[src/rtl/serv_ibus_prefetch.sv]
// rtl/serv_ibus_prefetch.sv - ibus to Wishbone bridge with one-entry next-word prefetch buffer
//
// Purpose: serves core instruction fetches from Wishbone memory. After each
// demand fetch the next sequential word is fetched into a single-entry buffer
// so that a following sequential fetch is acknowledged without a memory access.
//
// Ports:
//   clk, i_rst_n            clock, asynchronous active-low reset
//   i_ibus_adr, i_ibus_cyc  core fetch address/request (held until o_ibus_ack)
//   o_ibus_rdt, o_ibus_ack  instruction word and single-cycle acknowledge
//   i_flush                 invalidate the prefetch buffer
//   o_wb_adr, o_wb_cyc      Wishbone address (word aligned) and cycle/strobe
//   i_wb_rdt, i_wb_ack      Wishbone read data and acknowledge
//   o_hit                   pulses with o_ibus_ack when served from the buffer

module serv_ibus_prefetch #(
  parameter logic PREFETCH = 1'b1
) (
  input  logic        clk,
  input  logic        i_rst_n,
  input  logic [31:0] i_ibus_adr,
  input  logic        i_ibus_cyc,
  output logic [31:0] o_ibus_rdt,
  output logic        o_ibus_ack,
  input  logic        i_flush,
  output logic [31:0] o_wb_adr,
  output logic        o_wb_cyc,
  input  logic [31:0] i_wb_rdt,
  input  logic        i_wb_ack,
  output logic        o_hit
);

  typedef enum logic [1:0] {
    S_IDLE,
    S_DEMAND,
    S_PREFETCH
  } state_t;

  state_t      state;
  logic [29:0] wb_word;    // word address of the current/last Wishbone cycle
  logic        buf_valid;
  logic        discard;    // flush seen while a prefetch was in flight
  logic [29:0] buf_tag;
  logic [31:0] buf_data;

  logic        req;
  logic        buf_hit;
  logic        unused_adr_lsb;

  assign o_wb_adr       = {wb_word, 2'b00};
  assign unused_adr_lsb = ^i_ibus_adr[1:0];

  // The ack cycle itself is not a new request even though cyc is still held.
  assign req     = i_ibus_cyc & ~o_ibus_ack;
  // A flush in the same cycle as a would-be hit turns it into a miss.
  assign buf_hit = req & buf_valid & ~i_flush & (buf_tag == i_ibus_adr[31:2]);

  always_ff @(posedge clk or negedge i_rst_n) begin
    if (!i_rst_n) begin
      state      <= S_IDLE;
      wb_word    <= 30'd0;
      o_wb_cyc   <= 1'b0;
      o_ibus_ack <= 1'b0;
      o_ibus_rdt <= 32'd0;
      o_hit      <= 1'b0;
      buf_valid  <= 1'b0;
      discard    <= 1'b0;
      buf_tag    <= 30'd0;
      buf_data   <= 32'd0;
    end else begin
      o_ibus_ack <= 1'b0;
      o_hit      <= 1'b0;
      if (i_flush) begin
        buf_valid <= 1'b0;
      end

      case (state)
        S_IDLE: begin
          if (req) begin
            o_wb_cyc <= 1'b1;
            if (buf_hit) begin
              o_ibus_ack <= 1'b1;
              o_hit      <= 1'b1;
              o_ibus_rdt <= buf_data;
              buf_valid  <= 1'b0;
              wb_word    <= i_ibus_adr[31:2] + 30'd1;  // wraps naturally
              state      <= S_PREFETCH;
            end else begin
              buf_valid  <= 1'b0;
              wb_word    <= i_ibus_adr[31:2];
              state      <= S_DEMAND;
            end
          end
        end

        S_DEMAND: begin
          if (i_wb_ack) begin
            o_ibus_rdt <= i_wb_rdt;
            o_ibus_ack <= 1'b1;
            if (PREFETCH) begin
              // Keep the bus owned and move straight on to the next word.
              wb_word <= wb_word + 30'd1;
              state   <= S_PREFETCH;
            end else begin
              o_wb_cyc <= 1'b0;
              state    <= S_IDLE;
            end
          end
        end

        S_PREFETCH: begin
          if (i_flush) begin
            discard <= 1'b1;
          end
          if (i_wb_ack) begin
            buf_data  <= i_wb_rdt;
            buf_tag   <= wb_word;
            buf_valid <= ~discard & ~i_flush;
            discard   <= 1'b0;
            o_wb_cyc  <= 1'b0;
            state     <= S_IDLE;
          end
        end

        default: begin
          state <= S_IDLE;
        end
      endcase
    end
  end

endmodule

[config.mk]
export PLATFORM = sky130hd
export DESIGN_NAME = serv_ibus_prefetch
export DESIGN_NICKNAME = d
export VERILOG_FILES = /design/src/rtl/serv_ibus_prefetch.sv
export SDC_FILE = /design/constraint.sdc
export NUM_CORES = 1
export LEC_CHECK = 0
export CORE_MARGIN = 3
export CORE_UTILIZATION = 53
export DETAILED_ROUTE_END_ITERATION = 12
export PLACE_DENSITY_LB_ADDON = 0.08
export SLEW_MARGIN = 0
export SYNTH_ARGS = -nofsm -noshare
export SYNTH_HDL_FRONTEND = slang
export SYNTH_SLANG_ARGS = --single-unit
[constraint.sdc]
create_clock -name clk -period 3.11 [get_ports clk]
set_input_delay 0.311 -clock clk [delete_from_list [all_inputs] [get_ports clk]]
set_output_delay 0.311 -clock clk [all_outputs]
set_load 0.01 [all_outputs]
# --- Word level (Yosys, flattened, before mapping) ---
# Cells that the tools add are included.
classes:
  muxes: 27
  bitwise: 8
  n_reduce_logical: 10
  add_sub_neg: 2
  eq_ne: 7
ops:
  columns: ["op", "count"]
  rows:
  - ["32-bit two-way mux", 3]
  - ["30-bit two-way mux", 3]
  - ["32-bit one-hot mux with 2 select lines", 1]
  - ["30-bit by 1-bit adder with 30-bit output, second input constant", 2]
  - ["30-bit one-hot mux with 2 select lines", 1]
  - ["30-bit == test", 1]
  - ["1-bit two-way mux", 11]
  - ["3-bit AND reduction", 3]
  - ["2-bit two-way mux", 4]
  - ["2-bit != test, second input constant", 4]
  - ["1-bit one-hot mux with 2 select lines", 3]
  - ["2-bit one-hot mux with 3 select lines", 1]
  - ["2-bit nonzero test", 3]
  - ["1-bit AND", 5]
  - ["2-bit AND reduction", 2]
  - ["4-bit AND reduction", 1]
  - ["1-bit inverter", 3]
  - ["2-bit by 1-bit == test with 1-bit output, second input constant", 1]
  - ["2-bit == test, second input constant", 1]
  - ["2-bit logical NOT", 1]
totals:
  wordCells: 64
  inputBits: 69
  output_inout_bits: 67
  reg_bits: 131

# --- Longest topological paths before layout ---
# Gate-level depths: netlist of run 1.
depth:
  word_depth: 8
  ltp_mapped: 9
  depth_no_buf: 7

# --- Least setup slack after synthesis of run 1 ---
# No wires, ideal clock.
synth_path:
  kind: "register -> register"
  startpoint: "register buf_tag[25]"
  endpoint: "register o_ibus_rdt[0]"
  required_ns: 2.985
  stages_incl_launch_ff: 8
  path_slack_ns: 0.675
  arrival_time_ns: 2.311
  setup_time_ns: 0.125
  n_path_buf: 1
  cell_sequence: "dfrtp_1 -> xor2_1 -> or4b_4 -> nor4_4 -> nand4_1 -> a21oi_2 -> buf_4 -> mux2_2"
synth_between:
  elab_chain_cells: 4
synth_rtl:
  columns: ["element", "line", "source"]
  rows:
  - ["from (decl)", "43", "logic [29:0] buf_tag;"]
  - ["from (signal assigned)", "117", "buf_tag <= wb_word;"]
  - ["30-bit == test", "56", "assign buf_hit = req & buf_valid & ~i_flush & (buf_tag == i_ibus_adr[31:2]);"]
  - ["1-bit AND", "56", null]
  - ["2-bit != test (no source line)", null, null]
  - ["4-bit AND reduction (no source line)", null, null]
  - ["to (signal assigned)", "84", "o_ibus_rdt <= buf_data;"]
  - ["to (signal assigned)", "98", "o_ibus_rdt <= i_wb_rdt;"]
  - ["to (decl)", "23", "output logic [31:0] o_ibus_rdt,"]
# Every way passes these cells.
# A chain may end at the register's enable or synchronous reset.

# --- Worst setup path after layout of run 1 ---
layout_path:
  startpoint: "input i_ibus_adr[29]"
  endpoint: "register o_ibus_rdt[7]"
layout_between:
  elab_chain_cells: 4
layout_rtl:
  columns: ["element", "line", "source"]
  rows:
  - ["from (decl)", "21", "input logic [31:0] i_ibus_adr,"]
  - ["30-bit == test", "56", null]
  - ["1-bit AND", "56", null]
  - ["2-bit != test (no source line)", null, null]
  - ["4-bit AND reduction (no source line)", null, null]
# Every way passes these cells.

==> results of run 1 <==
## cell families after synthesis
group	count (synthesis)	share of synthesized area
mux	100	0.151
compound gates	105	0.0967
fa+ha+maj	2	0.00338
simple gates	320	0.224
flops	131	0.443
buf+inv	57	0.0335
other cells	1	0.000507
xor+xnor	40	0.0473
## worst paths after layout
check / startpoint / endpoint / slack, ns / depth (start not counted)
max: i_ibus_adr[29] / o_ibus_rdt[7] / 0.44 / 8
min: i_rst_n / o_wb_cyc / 0.47 / 2
max reg2reg: buf_tag[3] / o_ibus_rdt[7] / 0.45 / 7
min reg2reg: o_ibus_rdt[25] / o_ibus_rdt[25] / 0.49 / 1
max in group asynchronous: i_rst_n / buf_tag[2] / 1.89 / 3
min in group clk: o_ibus_rdt[25] / o_ibus_rdt[25] / 0.49 / 1
## final cells by class
class | instances | area share
sequential | 131 | 0.334
clock inverter | 14 | 0.0180
multi-input combinational | 569 | 0.399
timing repair buffer | 184 | 0.179
tap | 176 | 0.0224
inverter | 10 | 0.00382
clock buffer | 18 | 0.0437
## critical path: stages
cell and delay [ns]:
clkdlybuf4s50_1 0.61, xor2_1 0.17, or4b_4 0.52, nor4_4 0.33, nand4_1 0.22, a21oi_4 0.26, buf_12 0.19, mux2_2 0.35
## what timing repair did
action / 4_1_cts / 5_1_grt
hold buffers: 1 / 0
setup endpoints to repair: 0 / 0
endpoints found under the hold margin: 43 / 0
## cell usage in the layout, fill, tap and decap left out, types with 6 or more instances in the layout
master	netlist	layout
and2_1	6	6
a31oi_1	8	8
o21ai_0	16	16
clkbuf_16	0	17
nand4_1	34	34
a21oi_1	25	25
and4_1	10	10
nand3_1	24	23
mux2_2	82	82
nor3_1	23	23
nand2_1	132	132
nor4_1	12	12
and3_1	9	9
buf_4	5	49
nor2_1	36	35
xor2_1	19	19
inv_1	10	10
dfrtp_1	131	131
a311oi_1	9	9
or4_1	9	9
o211ai_1	8	8
clkdlybuf4s50_1	0	130
mux2_1	13	13
xnor2_1	21	21
## report_power, final
group	switching, mW	leakage, nW	total (mW)	internal, mW
sequential	0.748	1.55	3.30	2.55
clock	0.791	0.292	2.06	1.27
combinational	2.05	2.18	4.22	2.18
total	3.59	4.03	9.59	6.00
## sequential cells by signal, indices dropped and copies added (netlist names)
register    cells
buf_tag        30
o_ibus_ack      1
buf_valid       1
state           2
o_wb_cyc        1
wb_word        30
discard         1
buf_data       32
o_hit           1
o_ibus_rdt     32
## per-stage QoR
step	std cells	total power [mW]
floorplan	757	5.54
global placement	1069	7.30
detailed placement	1069	7.49
CTS	1102	9.59
global route	1102	10.2
finish	1102	9.59
## per-layer routing
metal / up-vias / part of all wire / track usage
met5: - / 0 / 0
met3: 47 / 0.079 / 0.0618
met2: 304 / 0.48 / 0.484
li1: 3082 / - / -
met4: 0 / 0.025 / 0.110
met1: 3382 / 0.42 / 0.405
==> reports/summary.log, run 1 <==
INFO  place          gpl.final_weighted_congestion=0.974
INFO  routing        drt-pass1-iter-count=5
INFO  floorplan      floorplan.initialDensity=0.550
INFO  floorplan      design.core.area=13500squm
INFO  timing         slew_viol_final=0
INFO  floorplan      core.rowCount=42
INFO  timing         report.final.hold_viol_count=0
INFO  grt            groute.usage.overall=0.301
INFO  routing        totalWireLength=22700microns
INFO  timing         clock_skew=0.00929ns
INFO  setup_path     cp.required=3.41ns
INFO  floorplan      fp.dieW=124microns
INFO  layout         multi_input_comb_area=3920squm
INFO  clock_tree     clk_slew_on_worst_s_h_paths=0.06ns
INFO  synth          ys_seq_elements=131
INFO  synth          fraction_of_synthesized_cell_area_taken_by_the_top_area_cell_type=0.443
INFO  setup_path     data_arrival_at_the_endpoint_of_the_critical_path=2.97ns
INFO  layout         fin_nets=984
INFO  synth          synth-async-reset-ratio=1.00
INFO  layout         nFillCells=1009
INFO  layout         final_instance_area=9820squm
INFO  routing        routed_wire_length_per_instance=20.6microns
INFO  synth          synthDistinctLibCells=64
INFO  setup_path     worstSetupStartpointType=primary input
INFO  timing         final.period_utilization=0.857
INFO  timing         final_worst_setup_slack=0.445ns
INFO  floorplan      pin_count=136
INFO  timing         max_slew.worst_pin.slew=0.851ns
INFO  setup_path     setup.worst_path.end_class=flop
INFO  setup_path     crit_path_max_fanout=18
INFO  run            cap_violations=0
INFO  timing         hold_slack=0.473ns
INFO  place          place_area=9200squm
INFO  synth          synth_cells=756
INFO  timing         maxSlewHeadroom=0.431
INFO  grt            grt_antenna_before_repair=0
INFO  hold_path      worst_hold_path_type=in -> async
INFO  synth          synthMostInstantiatedCell=nand2_1
INFO  layout         seq_area=3280squm
INFO  timing         setup-tns-final=0ns
INFO  timing         final.min_clock_period=2.67ns
INFO  power_and_ir_drop static-leakage-power=4.03nW
INFO  synth          ys_top_cells_by_area=dfrtp_1 (44%), mux2_2 (12%), nand2_1 (6.7%), nand4_1 (2.9%), xnor2_1 (2.5%)
INFO  clock_tree     cts_inserted_buffers=17
INFO  timing         setup_viols_final=0
INFO  routing        remaining_antenna_violation_count=0
INFO  layout         postLayoutCoreUtil=0.730
INFO  routing        drc=0
INFO  grt            first_global_vias=6654
INFO  clock_tree     cts_post_setup_buffers_inserted=0
INFO  clock_tree     clkSinkCount=131
INFO  layout         post_route_cells_drive_above_1_share=0.195
INFO  status         outcome=finished, final reports clean
INFO  clock_tree     tritoncts=built
INFO  synth          yosys_warnings=0
INFO  place          place_hpwl=16300microns
INFO  synth          synth-seq-area-share=0.443
INFO  layout         n_antenna_cell=0
INFO  synth          synth_largest_area_cell=dfrtp_1
INFO  synth          mappedNetlistArea=7400squm
INFO  setup_path     setup.worst_path.class=in -> reg
INFO  floorplan      dieArea=15400squm
INFO  clock_tree     h-tree-depth=4
INFO  synth          most_used_dff_post_synth=dfrtp_1
INFO  power_and_ir_drop worst_ir_drop_vdd=0.525mV
INFO  routing        drt_iter0_drc=604
INFO  floorplan      fp.dieH=124microns
INFO  synth          synthesis.area_per_instance=9.79squm
INFO  clock_tree     ctsLongestPathBuffers=2
INFO  grt            wire_length_of_the_first_global_routing_pass=35100microns
INFO  grt            global_route.overflow_total=0
INFO  layout         synthToLayoutAreaGrowth=32.7%
INFO  synth          number_of_enable_flip_flop_cells_after_synthesis=0
INFO  timing         grt_setup_unrepaired=false
INFO  routing        via_per_inst=6.18
INFO  clock_tree     ctsResizeCount=0
INFO  routing        via_count=6815
INFO  place          detailedPlace.worstSlack=0.0806ns
INFO  synth          synth.top_cells.by_count=nand2_1 (132), dfrtp_1 (131), mux2_2 (82)
INFO  place          numPortBuffers=131
INFO  grt            pin_count_of_the_biggest_net_entering_global_routing=50
INFO  clock_tree     cts_root_buf=clkbuf_16
INFO  power_and_ir_drop power_per_cell_area=977nW/um^2
INFO  clock_tree     clock_latency_of_the_later_clocked_register_in_the_worst_skew_pair=0.42ns
INFO  timing         max_freq=0.375GHz
Power figures use the tool's default switching activity.
==> inputs of run 2 (changes only) <==
- RECOVER_POWER: default -> 25
==> reports/summary.log, run 2 (synthesis gave the netlist of run 1 again) <==
INFO  status         outcome=finished, final reports clean
INFO  floorplan      pin_count=136 [unchanged]
INFO  timing         clock_skew=0.0102ns [+0.000954 ns]
INFO  routing        remaining_antenna_violation_count=0 [unchanged]
INFO  timing         setup_viols_final=0 [unchanged]
INFO  timing         slew_viol_final=0 [unchanged]
INFO  clock_tree     clkSinkCount=131 [unchanged]
INFO  timing         hold_slack=0.491ns [+0.0177 ns]
INFO  timing         grt_setup_unrepaired=false
INFO  grt            grt_antenna_before_repair=0 [unchanged]
INFO  layout         post_route_cells_drive_above_1_share=0.195 [unchanged]
INFO  layout         nFillCells=1009 [unchanged]
INFO  timing         max_slew.worst_pin.slew=1.13ns [+0.282 ns]
INFO  place          numPortBuffers=131 [unchanged]
INFO  setup_path     setup.worst_path.class=reg -> reg
INFO  clock_tree     cts_inserted_buffers=17 [unchanged]
INFO  layout         final_instance_area=9800squm [-0.18%]
INFO  timing         report.final.hold_viol_count=0 [unchanged]
INFO  setup_path     worstSetupStartpointType=flop
INFO  power_and_ir_drop power_per_cell_area=978nW/um^2 [about the same]
INFO  timing         max_freq=0.376GHz [+0.17%]
INFO  place          post-place-cells=1069 [unchanged]
INFO  power_and_ir_drop switching_power_as_a_share_of_total_power=0.374 [about the same]
INFO  power_and_ir_drop total_power=9.58mW [about the same]
INFO  power_and_ir_drop switch_pwr=3.58mW [-0.14%]
INFO  floorplan      fp.dieW=124microns [unchanged]
INFO  floorplan      fp.dieH=124microns [unchanged]
INFO  floorplan      dieArea=15400squm [unchanged]
INFO  power_and_ir_drop static-leakage-power=4.02nW [-0.15%]
INFO  floorplan      floorplan.initialDensity=0.550 [unchanged]
INFO  grt            groute.usage.overall=0.301 [unchanged]
INFO  clock_tree     cts_root_buf=clkbuf_16
INFO  setup_path     data_arrival_at_the_endpoint_of_the_critical_path=2.97ns [about the same]
INFO  timing         setup-tns-final=0ns [unchanged]
INFO  place          place_hpwl=16300microns [unchanged]
INFO  timing         maxSlewHeadroom=0.244 [-0.187]
INFO  clock_tree     clock_latency_of_the_later_clocked_register_in_the_worst_skew_pair=0.43ns [about the same]
INFO  routing        via_count=6777 [-0.56%]
INFO  layout         finalNonFillerCells=1102 [unchanged]
INFO  clock_tree     cts_post_setup_buffers_inserted=0 [unchanged]
INFO  grt            pin_count_of_the_biggest_net_entering_global_routing=50 [unchanged]
INFO  layout         mostFrequentLayoutCells=nand2_1 (132), dfrtp_1 (131), clkdlybuf4s50_1 (130)
INFO  grt            wire_length_of_the_first_global_routing_pass=35100microns [unchanged]
INFO  place          detailedPlace.worstSlack=0.0806ns [unchanged]
INFO  place          gpl.final_weighted_congestion=0.974 [unchanged]
INFO  routing        drc=0 [unchanged]
INFO  power_and_ir_drop worst_ir_drop_vdd=0.525mV [+0.12%]
INFO  routing        drt-pass1-iter-count=5 [unchanged]
INFO  clock_tree     h-tree-depth=4 [unchanged]
INFO  setup_path     setup.worst_path.end_class=flop
INFO  power_and_ir_drop power_report.internal_total=6.00mW [about the same]
INFO  timing         final.period_utilization=0.856 [-0.00146]
INFO  place          place_area=9200squm [unchanged]
INFO  grt            first_global_vias=6654 [unchanged]
INFO  layout         top_regs=buf_data (32), o_ibus_rdt (32)
INFO  routing        via_per_inst=6.15 [-0.56%]
INFO  power_and_ir_drop power.clock.fraction=0.216 [about the same]
INFO  layout         fin_nets=984 [unchanged]
INFO  layout         postLayoutCoreUtil=0.728 [-0.00130]
INFO  timing         final_worst_setup_slack=0.449ns [+0.00455 ns]
INFO  timing         final.min_clock_period=2.66ns [-0.00455 ns]
INFO  setup_path     cp.required=3.42ns [about the same]
INFO  clock_tree     ctsLongestPathBuffers=2 [unchanged]
INFO  floorplan      design.core.area=13500squm [unchanged]
INFO  setup_path     crit_path_max_fanout=18 [unchanged]
INFO  floorplan      core.rowCount=42 [unchanged]
INFO  clock_tree     tritoncts=built
INFO  layout         n_antenna_cell=0 [unchanged]
INFO  layout         layout_commonest_cell=nand2_1
INFO  run            cap_violations=0 [unchanged]
INFO  routing        totalWireLength=22600microns [-0.25%]
INFO  setup_path     regToRegStartpoint=buf_tag[3]
INFO  routing        drt_iter0_drc=679 [+12%]
INFO  power_and_ir_drop seqPwrFrac=0.345 [about the same]
INFO  hold_path      worst_hold_path_type=reg -> reg
INFO  clock_tree     clk_slew_on_worst_s_h_paths=0.06ns [about the same]
INFO  grt            global_route.overflow_total=0 [unchanged]
INFO  layout         synthToLayoutAreaGrowth=32.4%
INFO  setup_path     crit_path_start=buf_tag[3]
INFO  power_and_ir_drop power.combinational.fraction=0.440 [about the same]
INFO  hold_path      hold_path_startpoint=o_ibus_rdt[25]
INFO  routing        routed_wire_length_per_instance=20.6microns [-0.25%]
## run 2: cell types whose count changed in the layout (fill, tap and decap cells not counted)
cell      previous run  this run
buf_12               4         3
clkbuf_2             0         2
buf_4               49        48
## run 2: final timing paths
kind | to | slack (ns) | cells past startpoint
max in group asynchronous | wb_word[16] | 0.73 | 3
worst min-delay path | o_ibus_rdt[25] | 0.49 | 1
worst max-delay path | o_ibus_rdt[7] | 0.45 | 7
worst min register to register | o_ibus_rdt[25] | 0.49 | 1
worst max register to register | o_ibus_rdt[7] | 0.45 | 7
min in group asynchronous | o_wb_cyc | 0.67 | 2
## run 2: critical path, stage by stage (launching register included)
cell     delay [ns]
dfrtp_1        0.41
xnor2_1        0.26
or4b_4         0.51
nor4_4         0.33
nand4_1        0.21
a21oi_4        0.26
buf_12         0.19
mux2_2         0.35
## run 2: timing repair
item	CTS	global route
gates resized for setup	0	0
hold buffers	1	0
hold endpoints to repair	43	0
## run 2: layer usage
| metal | wire length (microns) | part of all wire | GRT usage |
|---|---|---|---|
| met4 | 530 | 0.023 | 0.110 |
| met5 | 0 | 0 | 0 |
| met1 | 9380 | 0.41 | 0.405 |
| met2 | 11000 | 0.48 | 0.484 |
| met3 | 1770 | 0.078 | 0.0618 |
## run 2: area by class of cell
cell class | instances | area [sq um] | share of cell area
tap | 176 | 220 | 0.0225
sequential | 131 | 3280 | 0.335
multi-input combinational | 569 | 3920 | 0.400
timing repair buffer | 184 | 1740 | 0.178
clock buffer | 18 | 429 | 0.0438
clock inverter | 14 | 176 | 0.0180
inverter | 10 | 37.5 | 0.00383
## run 2: power by group through the flow
stage               Combinational, mW  Clock (mW)  Sequential, mW
global placement                 4.06           0            3.24
global route                     4.56        2.17            3.42
finish                           4.21        2.07            3.30
CTS                              4.21        2.09            3.29
floorplan                        2.26           0            3.29
detailed placement               4.18           0            3.31
